===== src/rtl/sram_port_arbiter.sv =====
// Three-way round-robin arbiter in front of a single-port 72-bit packet SRAM.
// Supports a CPU lock mode that drains wr/rd traffic and then gives the CPU sole access.
module sram_port_arbiter #(
  parameter int unsigned DATA_WIDTH = 64,
  parameter int unsigned CTRL_WIDTH = 8,
  parameter int unsigned ADDR_WIDTH = 8
) (
  input  logic                               clk,
  input  logic                               reset,
  input  logic                               wr_req,
  input  logic [ADDR_WIDTH-1:0]              wr_addr,
  input  logic [DATA_WIDTH+CTRL_WIDTH-1:0]   wr_wdata,
  output logic                               wr_gnt,
  input  logic                               rd_req,
  input  logic [ADDR_WIDTH-1:0]              rd_addr,
  output logic                               rd_gnt,
  output logic [DATA_WIDTH+CTRL_WIDTH-1:0]   rd_rdata,
  output logic                               rd_rvld,
  input  logic                               cpu_req,
  input  logic                               cpu_wen,
  input  logic [ADDR_WIDTH-1:0]              cpu_addr,
  input  logic [DATA_WIDTH+CTRL_WIDTH-1:0]   cpu_wdata,
  output logic                               cpu_gnt,
  output logic [DATA_WIDTH+CTRL_WIDTH-1:0]   cpu_rdata,
  output logic                               cpu_rvld,
  input  logic                               cpu_lock,
  output logic                               locked,
  output logic [15:0]                        conflict_cnt,
  output logic                               sram_en,
  output logic                               sram_we,
  output logic [ADDR_WIDTH-1:0]              sram_addr,
  output logic [DATA_WIDTH+CTRL_WIDTH-1:0]   sram_wdata,
  input  logic [DATA_WIDTH+CTRL_WIDTH-1:0]   sram_rdata
);

  localparam int unsigned WW = DATA_WIDTH + CTRL_WIDTH;

  typedef enum logic [1:0] {ST_ARB, ST_DRAIN, ST_LOCKED} state_t;
  typedef enum logic [1:0] {PT_WR, PT_RD, PT_CPU} ptr_t;
  typedef enum logic [1:0] {SEL_NONE, SEL_WR, SEL_RD, SEL_CPU} sel_t;
  typedef enum logic [2:0] {TAG_NONE, TAG_WR, TAG_RD, TAG_CPU_WR, TAG_CPU_RD} tag_t;

  state_t                state_q, state_d;
  ptr_t                  ptr_q, ptr_d;
  tag_t                  tag1_q, tag1_d, tag2_q;
  logic [15:0]           cnt_q, cnt_d;
  logic                  sram_en_q, sram_en_d;
  logic                  sram_we_q, sram_we_d;
  logic [ADDR_WIDTH-1:0] sram_addr_q, sram_addr_d;
  logic [WW-1:0]         sram_wdata_q, sram_wdata_d;
  sel_t                  sel;
  logic                  two_plus;

  assign two_plus = (wr_req & rd_req) | (wr_req & cpu_req) | (rd_req & cpu_req);

  // Pointer names the port with highest priority this cycle.
  always_comb begin
    sel = SEL_NONE;
    if (!reset) begin
      if (state_q == ST_ARB) begin
        case (ptr_q)
          PT_RD: begin
            if (rd_req)       sel = SEL_RD;
            else if (cpu_req) sel = SEL_CPU;
            else if (wr_req)  sel = SEL_WR;
          end
          PT_CPU: begin
            if (cpu_req)      sel = SEL_CPU;
            else if (wr_req)  sel = SEL_WR;
            else if (rd_req)  sel = SEL_RD;
          end
          default: begin
            if (wr_req)       sel = SEL_WR;
            else if (rd_req)  sel = SEL_RD;
            else if (cpu_req) sel = SEL_CPU;
          end
        endcase
      end else if (cpu_req) begin
        sel = SEL_CPU;
      end
    end
  end

  always_comb begin
    state_d      = state_q;
    ptr_d        = ptr_q;
    cnt_d        = cnt_q;
    tag1_d       = TAG_NONE;
    sram_en_d    = 1'b0;
    sram_we_d    = 1'b0;
    sram_addr_d  = sram_addr_q;
    sram_wdata_d = sram_wdata_q;

    case (state_q)
      ST_ARB:    if (cpu_lock) state_d = ST_DRAIN;
      // tag1 is the access on the SRAM pins now; once it is not wr/rd nothing
      // from those ports touches the array after this cycle.
      ST_DRAIN: begin
        if (!cpu_lock)                                 state_d = ST_ARB;
        else if (tag1_q != TAG_WR && tag1_q != TAG_RD) state_d = ST_LOCKED;
      end
      ST_LOCKED: if (!cpu_lock) state_d = ST_ARB;
      default:   state_d = ST_ARB;
    endcase

    if (state_q == ST_ARB) begin
      if (two_plus && cnt_q != '1) cnt_d = cnt_q + 16'd1;
      case (sel)
        SEL_WR:  ptr_d = PT_RD;
        SEL_RD:  ptr_d = PT_CPU;
        SEL_CPU: ptr_d = PT_WR;
        default: ptr_d = ptr_q;
      endcase
    end

    case (sel)
      SEL_WR: begin
        tag1_d       = TAG_WR;
        sram_en_d    = 1'b1;
        sram_we_d    = 1'b1;
        sram_addr_d  = wr_addr;
        sram_wdata_d = wr_wdata;
      end
      SEL_RD: begin
        tag1_d      = TAG_RD;
        sram_en_d   = 1'b1;
        sram_addr_d = rd_addr;
      end
      SEL_CPU: begin
        tag1_d      = cpu_wen ? TAG_CPU_WR : TAG_CPU_RD;
        sram_en_d   = 1'b1;
        sram_we_d   = cpu_wen;
        sram_addr_d = cpu_addr;
        if (cpu_wen) sram_wdata_d = cpu_wdata;
      end
      default: ;
    endcase
  end

  always_ff @(posedge clk) begin
    if (reset) begin
      state_q      <= ST_ARB;
      ptr_q        <= PT_WR;
      cnt_q        <= '0;
      tag1_q       <= TAG_NONE;
      tag2_q       <= TAG_NONE;
      sram_en_q    <= 1'b0;
      sram_we_q    <= 1'b0;
      sram_addr_q  <= '0;
      sram_wdata_q <= '0;
    end else begin
      state_q      <= state_d;
      ptr_q        <= ptr_d;
      cnt_q        <= cnt_d;
      tag1_q       <= tag1_d;
      tag2_q       <= tag1_q;
      sram_en_q    <= sram_en_d;
      sram_we_q    <= sram_we_d;
      sram_addr_q  <= sram_addr_d;
      sram_wdata_q <= sram_wdata_d;
    end
  end

  assign wr_gnt       = (sel == SEL_WR);
  assign rd_gnt       = (sel == SEL_RD);
  assign cpu_gnt      = (sel == SEL_CPU);
  assign rd_rvld      = (tag2_q == TAG_RD);
  assign cpu_rvld     = (tag2_q == TAG_CPU_RD);
  assign rd_rdata     = rd_rvld  ? sram_rdata : '0;
  assign cpu_rdata    = cpu_rvld ? sram_rdata : '0;
  assign locked       = (state_q == ST_LOCKED);
  assign conflict_cnt = cnt_q;
  assign sram_en      = sram_en_q;
  assign sram_we      = sram_we_q;
  assign sram_addr    = sram_addr_q;
  assign sram_wdata   = sram_wdata_q;

endmodule


===== config.mk =====
export PLATFORM = sky130hd
export DESIGN_NAME = sram_port_arbiter
export DESIGN_NICKNAME = d
export VERILOG_FILES = /design/src/rtl/sram_port_arbiter.sv
export SDC_FILE = /design/constraint.sdc
export NUM_CORES = 1
export LEC_CHECK = 0
export CORE_AREA = 2 2 195 197
export DETAILED_ROUTE_END_ITERATION = 10
export DIE_AREA = 0 0 197 199
export PLACE_DENSITY = 0.48
export REMOVE_ABC_BUFFERS = 1
export SYNTH_ARGS = -nofsm -noshare
export SYNTH_HDL_FRONTEND = slang
export SYNTH_SLANG_ARGS = --single-unit
export TNS_END_PERCENT = 1

===== constraint.sdc =====
create_clock -name clk -period 4.18 [get_ports clk]
set_clock_uncertainty 0.2 [all_clocks]
set_input_delay 0.836 -clock clk [delete_from_list [all_inputs] [get_ports clk]]
set_output_delay 0.836 -clock clk [all_outputs]
set_load 0.05 [all_outputs]

# Word level (Yosys, flattened, before mapping)
# Index checks and enable logic that the tools add are counted.
# word_totals
ff_bits,108
in_bits,247
output_inout_bits,248
wordCells,68
# classes
addsub,1
eq_ne,16
n_mux,27
n_bitwise,5
n_reduce_logical,10
# op_table
cell,count
72-bit 2-to-1 mux,3
72-bit case mux with 2 select lines,1
2-bit 2-to-1 mux,14
8-bit case mux with 3 select lines,1
"16-bit by 1-bit adder with 16-bit output, second input constant",1
"16-bit inequality test, second input constant",1
2-bit case mux with 3 select lines,2
3-bit case mux with 3 select lines,1
"2-bit == test, second input constant",4
"2-bit by 1-bit == test with 1-bit output, second input constant",3
"2-bit inequality test, second input constant",3
2-bit AND reduction,3
2-bit case mux with 2 select lines,1
1-bit AND,3
"3-bit by 2-bit == test with 1-bit output, second input constant",1
"3-bit == test, second input constant",1
3-bit 2-to-1 mux,1
"3-bit by 1-bit inequality test with 1-bit output, second input constant",1
"3-bit by 2-bit inequality test with 1-bit output, second input constant",1
"3-bit inequality test, second input constant",1
3-bit AND reduction,1
3-bit nonzero test,1
3-bit OR reduction,1
1-bit logical AND,2
other kinds (5),7

# Longest topological paths before layout
# depth
word_depth,9
mapped_depth,10
ltp_nobuf,7

# Worst setup path after synthesis
# No wires, ideal clock.
# synth_path
path_kind,input to output
start,input cpu_req
end,output wr_gnt
t_arrival_ns,2.505
required_time_ns,3.144
slack_ns,0.639
cell_stages,7
n_path_buf,4
path_cell_list,buf_2 > nor3b_1 > or3_1 > buf_2 > clkbuf_1 > clkbuf_1 > and3_1
# synth_via
elab_chain_len,7
elab_cells_between_ends,10
classes_between,eq/ne: 1; mux: 9
# synth_rtl
item,line,rtl
start: declaration,19,"input logic cpu_req,"
2-bit 2-to-1 mux,"75, 78",
2-bit 2-to-1 mux,74,else if (rd_req) sel = SEL_RD;
2-bit 2-to-1 mux,73,if (wr_req) sel = SEL_WR;
2-bit case mux with 2 select lines,61,case (ptr_q)
2-bit 2-to-1 mux (*),60,if (state_q == ST_ARB) begin
2-bit 2-to-1 mux (*),59,if (!reset) begin
2-bit by 1-bit == test with 1-bit output (*),164,assign wr_gnt = (sel == SEL_WR);
end: declaration,13,"output logic wr_gnt,"
# Mark *: on every way between the ends. The rest lies on a longest branch, timed or not.

# Final worst setup path
# layout_path
start,input rd_req
end,output cpu_gnt
# layout_via
elab_chain_len,7
elab_cells_between_ends,10
classes_between,eq/ne: 1; mux: 9
# layout_rtl
item,line,rtl
start: declaration,14,"input logic rd_req,"
2-bit 2-to-1 mux,70,else if (rd_req) sel = SEL_RD;
2-bit 2-to-1 mux,69,else if (wr_req) sel = SEL_WR;
2-bit 2-to-1 mux,68,if (cpu_req) sel = SEL_CPU;
2-bit case mux with 2 select lines (*),61,
2-bit 2-to-1 mux (*),60,
2-bit 2-to-1 mux (*),59,
2-bit == test (*),166,assign cpu_gnt = (sel == SEL_CPU);
end: declaration,23,"output logic cpu_gnt,"
# Marks and branches as above.

==> reports/qor.csv <==
stage;metric;value;unit
worst_setup_path;CP cell instances;clkdlybuf4s50_1, o2bb2ai_1, or3_2, o31ai_4, and2_1, buf_12;
yosys;sequential share of the synthesized area;31.6;%
worst_setup_path;Req. time, crit path;3.14;ns
route;Starting DRT DRC Count;211;
layout;leading cell types in the layout, fill and taps excluded;clkdlybuf4s50_1 (490), and2_1 (147), dfxtp_1 (108);
clock_network;CTS Buf Count;9;
grt;first-pass GRT wire length;49200;um
hold_path;hold crit path type;flop to flop;
floorplanning;Initial Utilization;18.4;%
worst_setup_path;CP peak stage delay;0.63;ns
pwr;share of power burned in registers;23.4;%
sta;fmax;261;MHz
placement;Port Buffers;494;
pwr;peak supply drop;0.216;mV
clock_network;Longest Clk Path Bufs;2;
grt;vias in the first global route;7660;
route;drt wl/cell;20.1;um
pwr;Comb pwr share;61.0;%
route;Vias;7853;
layout;Area Overhead vs Synth;84.7;%
floorplanning;Die W;197;um
placement;Placer Congestion;0.778;
floorplanning;# IOs;495;
worst_setup_path;worst-path fanout max;7;
placement;DP Cell Count;1706;
floorplanning;die height;199;um
worst_setup_path;WP buf/inv;2;
sta;Final Cycle Share;91.5;%
yosys;Mapped Cells;800;
pwr;Net Switching;2910;uW
status;status;completed;
yosys;Synth Warn #;0;
layout;share of layout cells above drive strength 1;11.9;%
sta;Final min period;3.83;ns
clock_network;clk slew on worst S/H paths;0.07;ns
grt;largest net degree at the start of global routing;77;
yosys;syn avg cell area;8.55;um2
sta;Max-slew headroom;40.6;%
route;DRC viols;0;
sta;final hold vios;0;
grt;initial antenna violation count;6;
clock_network;hold_buf cts;0;
yosys;mapped cell area;0.00684;mm2
yosys;Synth Register Bits;108;
floorplanning;Site Rows;71;
pwr;pwr dens;472;mW/mm2
worst_setup_path;critical path's slowest cell;clkdlybuf4s50_1;
pwr;clock network power share;15.6;%
route;drt first pass iters;4;
run;# Max-Cap Violations;0;
worst_setup_path;CP top delay family;buffers and inverters;
sta;setup violators final;0;
clock_network;Worst-Skew Late Latency;0.36;ns
yosys;Post-synth EDFFs;0;
floorplanning;core area;0.0371;mm2
clock_network;Root Driver;clkbuf_16;
sta;worst slew pin tran;0.891;ns
sta;RSZ-0062 raised after global routing;no;
sta;TNS Setup;0;ns
worst_setup_path;Data arrival, critical path;2.79;ns
pwr;switching part of the total;48.8;%
placement;DP HPWL;25700;um
route;Final ANT Viol Nets;0;
yosys;ys async rst share;0;%
clock_network;CTS H-Tree Depth;3;
clock_network;Post-CTS Setup Inserts;0;
sta;Final Max Tran Viols;0;
grt;overall routing resource usage;16.6;%
clock_network;CTS tree;built;
worst_setup_path;Crit Path Class;primary input to output pin;
clock_network;Resized cells post-CTS;0;
yosys;synth unique cells;49;
route;vias per inst;4.55;
worst_setup_path;Critical Path End Type;output pin;
pwr;P_int;3050;uW
layout;fin nets;1493;
layout;commonest non-fill, non-tap cell in the layout;clkdlybuf4s50_1;
layout;Filler Cells Inserted;3877;
pwr;LEAKAGE;0.00431;uW
worst_setup_path;startpoint types;primary input;
clock_network;CTS Sinks;108;
yosys;ys flop type;dfxtp_1;
route;WL final;34600;um
grt;grt total ovfl;0;
floorplanning;die area;0.0392;mm2
layout;final cell count without fillers;1726;
[worst paths after layout]
| kind | slack, ns | from | endpoint | cells past startpoint |
|---|---|---|---|---|
| max | 0.35 | rd_req | cpu_gnt | 6 |
| min | 0.26 | tag1_q[2] | tag2_q[2] | 1 |
| max reg2reg | 1.08 | ptr_q[0] | sram_wdata[3] | 8 |
| min reg2reg | 0.26 | tag1_q[2] | tag2_q[2] | 1 |
[layout make-up]
cell class	count	area [um2]	area share, %
diodes	4	10.0	0.0792
clock inverters	6	71.3	0.564
clock buffers	10	229	1.81
well taps	474	593	4.69
multi-input cells	602	4300	34.1
repair buffers	518	5250	41.6
flip-flops and latches	108	2160	17.1
inverters	4	15.0	0.119
[registers in the layout (all words and copies together), names as in the netlist]
| register | flops |
|---|---|
| conflict_cnt | 16 |
| tag2_q | 3 |
| sram_we | 1 |
| sram_wdata | 72 |
| sram_addr | 8 |
| ptr_q | 2 |
| state_q | 2 |
| sram_en | 1 |
| tag1_q | 3 |
[power by group through the flow]
stage / Combinational, uW / Clock, uW / Sequential (uW)
final: 3640 / 929 / 1400
after global routing: 3850 / 987 / 1430
after CTS: 3680 / 961 / 1400
after detailed placement: 3670 / 0 / 1410
after global placement: 3670 / 0 / 1410
after floorplan: 1530 / 0 / 2150
[metrics by stage]
| step | total power [uW] | instance area (um2) | util, % | hold slack, ns | worst slack [ns] |
|---|---|---|---|---|---|
| 3_5_place_dp | 5080 | 12300 | 33.2 | 0.248 | 0.342 |
| 5_1_grt | 6270 | 12600 | 34.0 | 0.278 | 0.276 |
| 3_3_place_gp | 5080 | 12300 | 33.2 | 0.252 | 0.356 |
| 2_1_floorplan | 3680 | 6420 | - | 0.232 | -7.15 |
| 6_report | 5970 | 12600 | 34.0 | 0.263 | 0.353 |
| 4_1_cts | 6040 | 12600 | 34.0 | 0.264 | 0.334 |
[cell usage after synthesis (4+ instances only)]
cell type	n	area (um2)
nand2_1	9	33.8
and3_1	4	25.0
nor3_1	13	65.1
buf_8	4	60.1
nand2b_1	8	50.1
nor3b_1	8	60.1
nand4_1	4	25.0
o21bai_1	6	45.0
nor2b_1	5	31.3
dfxtp_1	108	2160
a21oi_1	78	390
buf_6	4	45.0
o21ai_0	5	25.0
a211oi_2	90	1130
a31oi_1	4	25.0
clkbuf_1	59	221
nand3_1	81	405
inv_1	4	15.0
xnor2_1	12	105
a211oi_1	56	420
nor2_1	29	109
a311oi_1	5	43.8
buf_2	18	90.1
and2_1	147	920
[per-layer routing]
layer / wire length [um] / track usage [%] / vias to the layer above
met3: 2370 / 4.36 / 46
met4: 1150 / 7.27 / 4
met5: 27 / 0 / -
met2: 17500 / 29.4 / 317
met1: 13600 / 18.6 / 3679
li1: - / - / 3807
[cell families (layout without fill, tap and decap cells)]
family                     after synthesis  after routing  share of synthesized area (%)
AOI/OAI and AO/OA                      259            259                           32.4
xor gates and xnor gates                13             13                           1.66
and+or+nand+nor                        323            323                           26.9
buffers and inverters                   90            538                           6.36
adders and majority gates                4              4                          0.695
muxes                                    3              3                          0.439
DFF                                    108            108                           31.6
other                                    0              4                              0
Power figures use the tool's default switching activity.
==> variant: new RTL, config.mk and constraints unchanged <==
The parameter `CTRL_WIDTH` goes from 8 to 9.
--- a/src/rtl/sram_port_arbiter.sv
+++ b/src/rtl/sram_port_arbiter.sv
@@ -4,3 +4,3 @@
   parameter int unsigned DATA_WIDTH = 64,
-  parameter int unsigned CTRL_WIDTH = 8,
+  parameter int unsigned CTRL_WIDTH = 9,
   parameter int unsigned ADDR_WIDTH = 8
Ports: changed (6 resized); port bits go from 495 to 501. No check against the original RTL was run, so the function may have changed too.
==> variant against the original RTL <==
Setup slack improved by 240 ps; power grew 8.8%; routed wire length is 0.94% higher; sequential share of layout area is 0.73 points higher; design area down 3.2%; area after synthesis fell by 6.5%; sequential cell count rose by 1; synthesized cell count decreased by 1.6%; critical endpoint is now wr_gnt; largest cell class unchanged.
==> variant: results (changes against the original RTL) <==
synth_area_leaders: "dfxtp_1 34%, and2_1 15%, a311oi_2 11%"
rrSetupSlack_ps: 1330  # +250 ps
worstMarginPinSlew_ps: 795  # -96.5 ps
seq_share: 0.178  # +0.00731
use_met2: 0.326  # +0.0318
fillCellCount: 3968  # +2.3%
met1_usage: 0.167  # -0.0190
wl_met1_um: 12300  # -9.3%
ys_seq_area_frac: 0.341  # +0.0252
yosysUniqueCellTypes: 45  # -8.2%
grt_max_degree: 79  # +2.6%
timing.rr.end: "sram_wdata[41]$_SDFFE_PP0P_"
holdWs_ps: 263  # -0.486 ps
drive_above_1_share: 0.0793  # -0.0393
wl_met2_um: 18400  # +5.6%
worstSetupEndpoint: "wr_gnt"
worstSetupStartpoint: "wr_req"
status: "finished clean"
wl_um: 35000  # +0.94%
grt_pass1_wl_um: 49000  # -0.43%
root_buffer: "clkbuf_16"
portBuffers: 500  # +1.2%
fin_nets: 1496  # +0.20%
inverters_excl_clock: 16  # +12
vdd.ir_drop.worst_mv: 0.318  # +47%
nClkBuffers: 10  # unchanged
grt_pass1_vias: 7406  # -3.3%
clockNetworkAreaShare: 0.0272  # +0.00345
power.density_mw_per_mm2: 531  # +12%
synthCells: 787  # -1.6%
antenna_cells: 5  # +1
buffers_excl_clock: 519  # +0.19%
multi_input_area_mm2: 0.00384  # -11%
leakagePower_nw: 4.40  # +1.9%
grt_use_total: 0.169  # +0.00400
max_freq_mhz: 278  # +6.6%
hold_path.class: "flop to flop"
place_area_mm2: 0.0119  # -3.6%
top_layer: "met5"
flops_and_latches: 109  # +0.93%
largest_register_ffs: 73  # +1.4%
dr_wl_met3_um: 3120  # +32%
num-multi-input-gates: 588  # -2.3%
crit_arrival_ps: 2560  # -230 ps
met3_usage: 0.0617  # +0.0181
place_congestion: 0.803  # +3.3%
wl_per_cell_um: 20.2  # +0.89%
vias: 7560  # -3.7%
synth_common_cells: "153 x and2_1, 152 x nand2_1, 109 x dfxtp_1"
worst-path-max-fanout: 10  # +3
dp_slack_ps: 539  # +197 ps
drt_iter0_drc: 184  # -13%
dpl.hpwl_um: 27500  # +6.9%
grt_antenna_before_repair: 14  # +8
variant: changes by cell type in the layout (fill, tap and decap cells not counted), moves of 47 or more:
cell and delta:
a211oi_1 -52, a211oi_2 -89, a21oi_1 -72, a311oi_2 +47
nand2_1 +143, nand3_1 -69, nor3_1 +65
variant: critical path: stages:
cell and delay (ps):
clkdlybuf4s50_1 580, nand2b_1 80, a21o_1 320, a211oi_4 350, and2_1 220, buf_12 150
variant: where the power goes:
group | total [mW] | switching, mW | leakage (nW) | internal (mW)
clock | 0.997 | 0.448 | 0.165 | 0.549
combinational | 3.98 | 2.56 | 3.33 | 1.42
sequential | 1.51 | 0.166 | 0.900 | 1.35
total | 6.49 | 3.17 | 4.40 | 3.32
variant: kinds of logic after synthesis:
logic type / synth area share
AND/OR/NAND/NOR: 0.353
multiplexers: 0.00313
adder cells (fa/ha/maj): 0.00744
XOR/XNOR: 0.0164
AO/OA/AOI/OAI: 0.213
buffers and inverters: 0.0659
flip-flops: 0.341
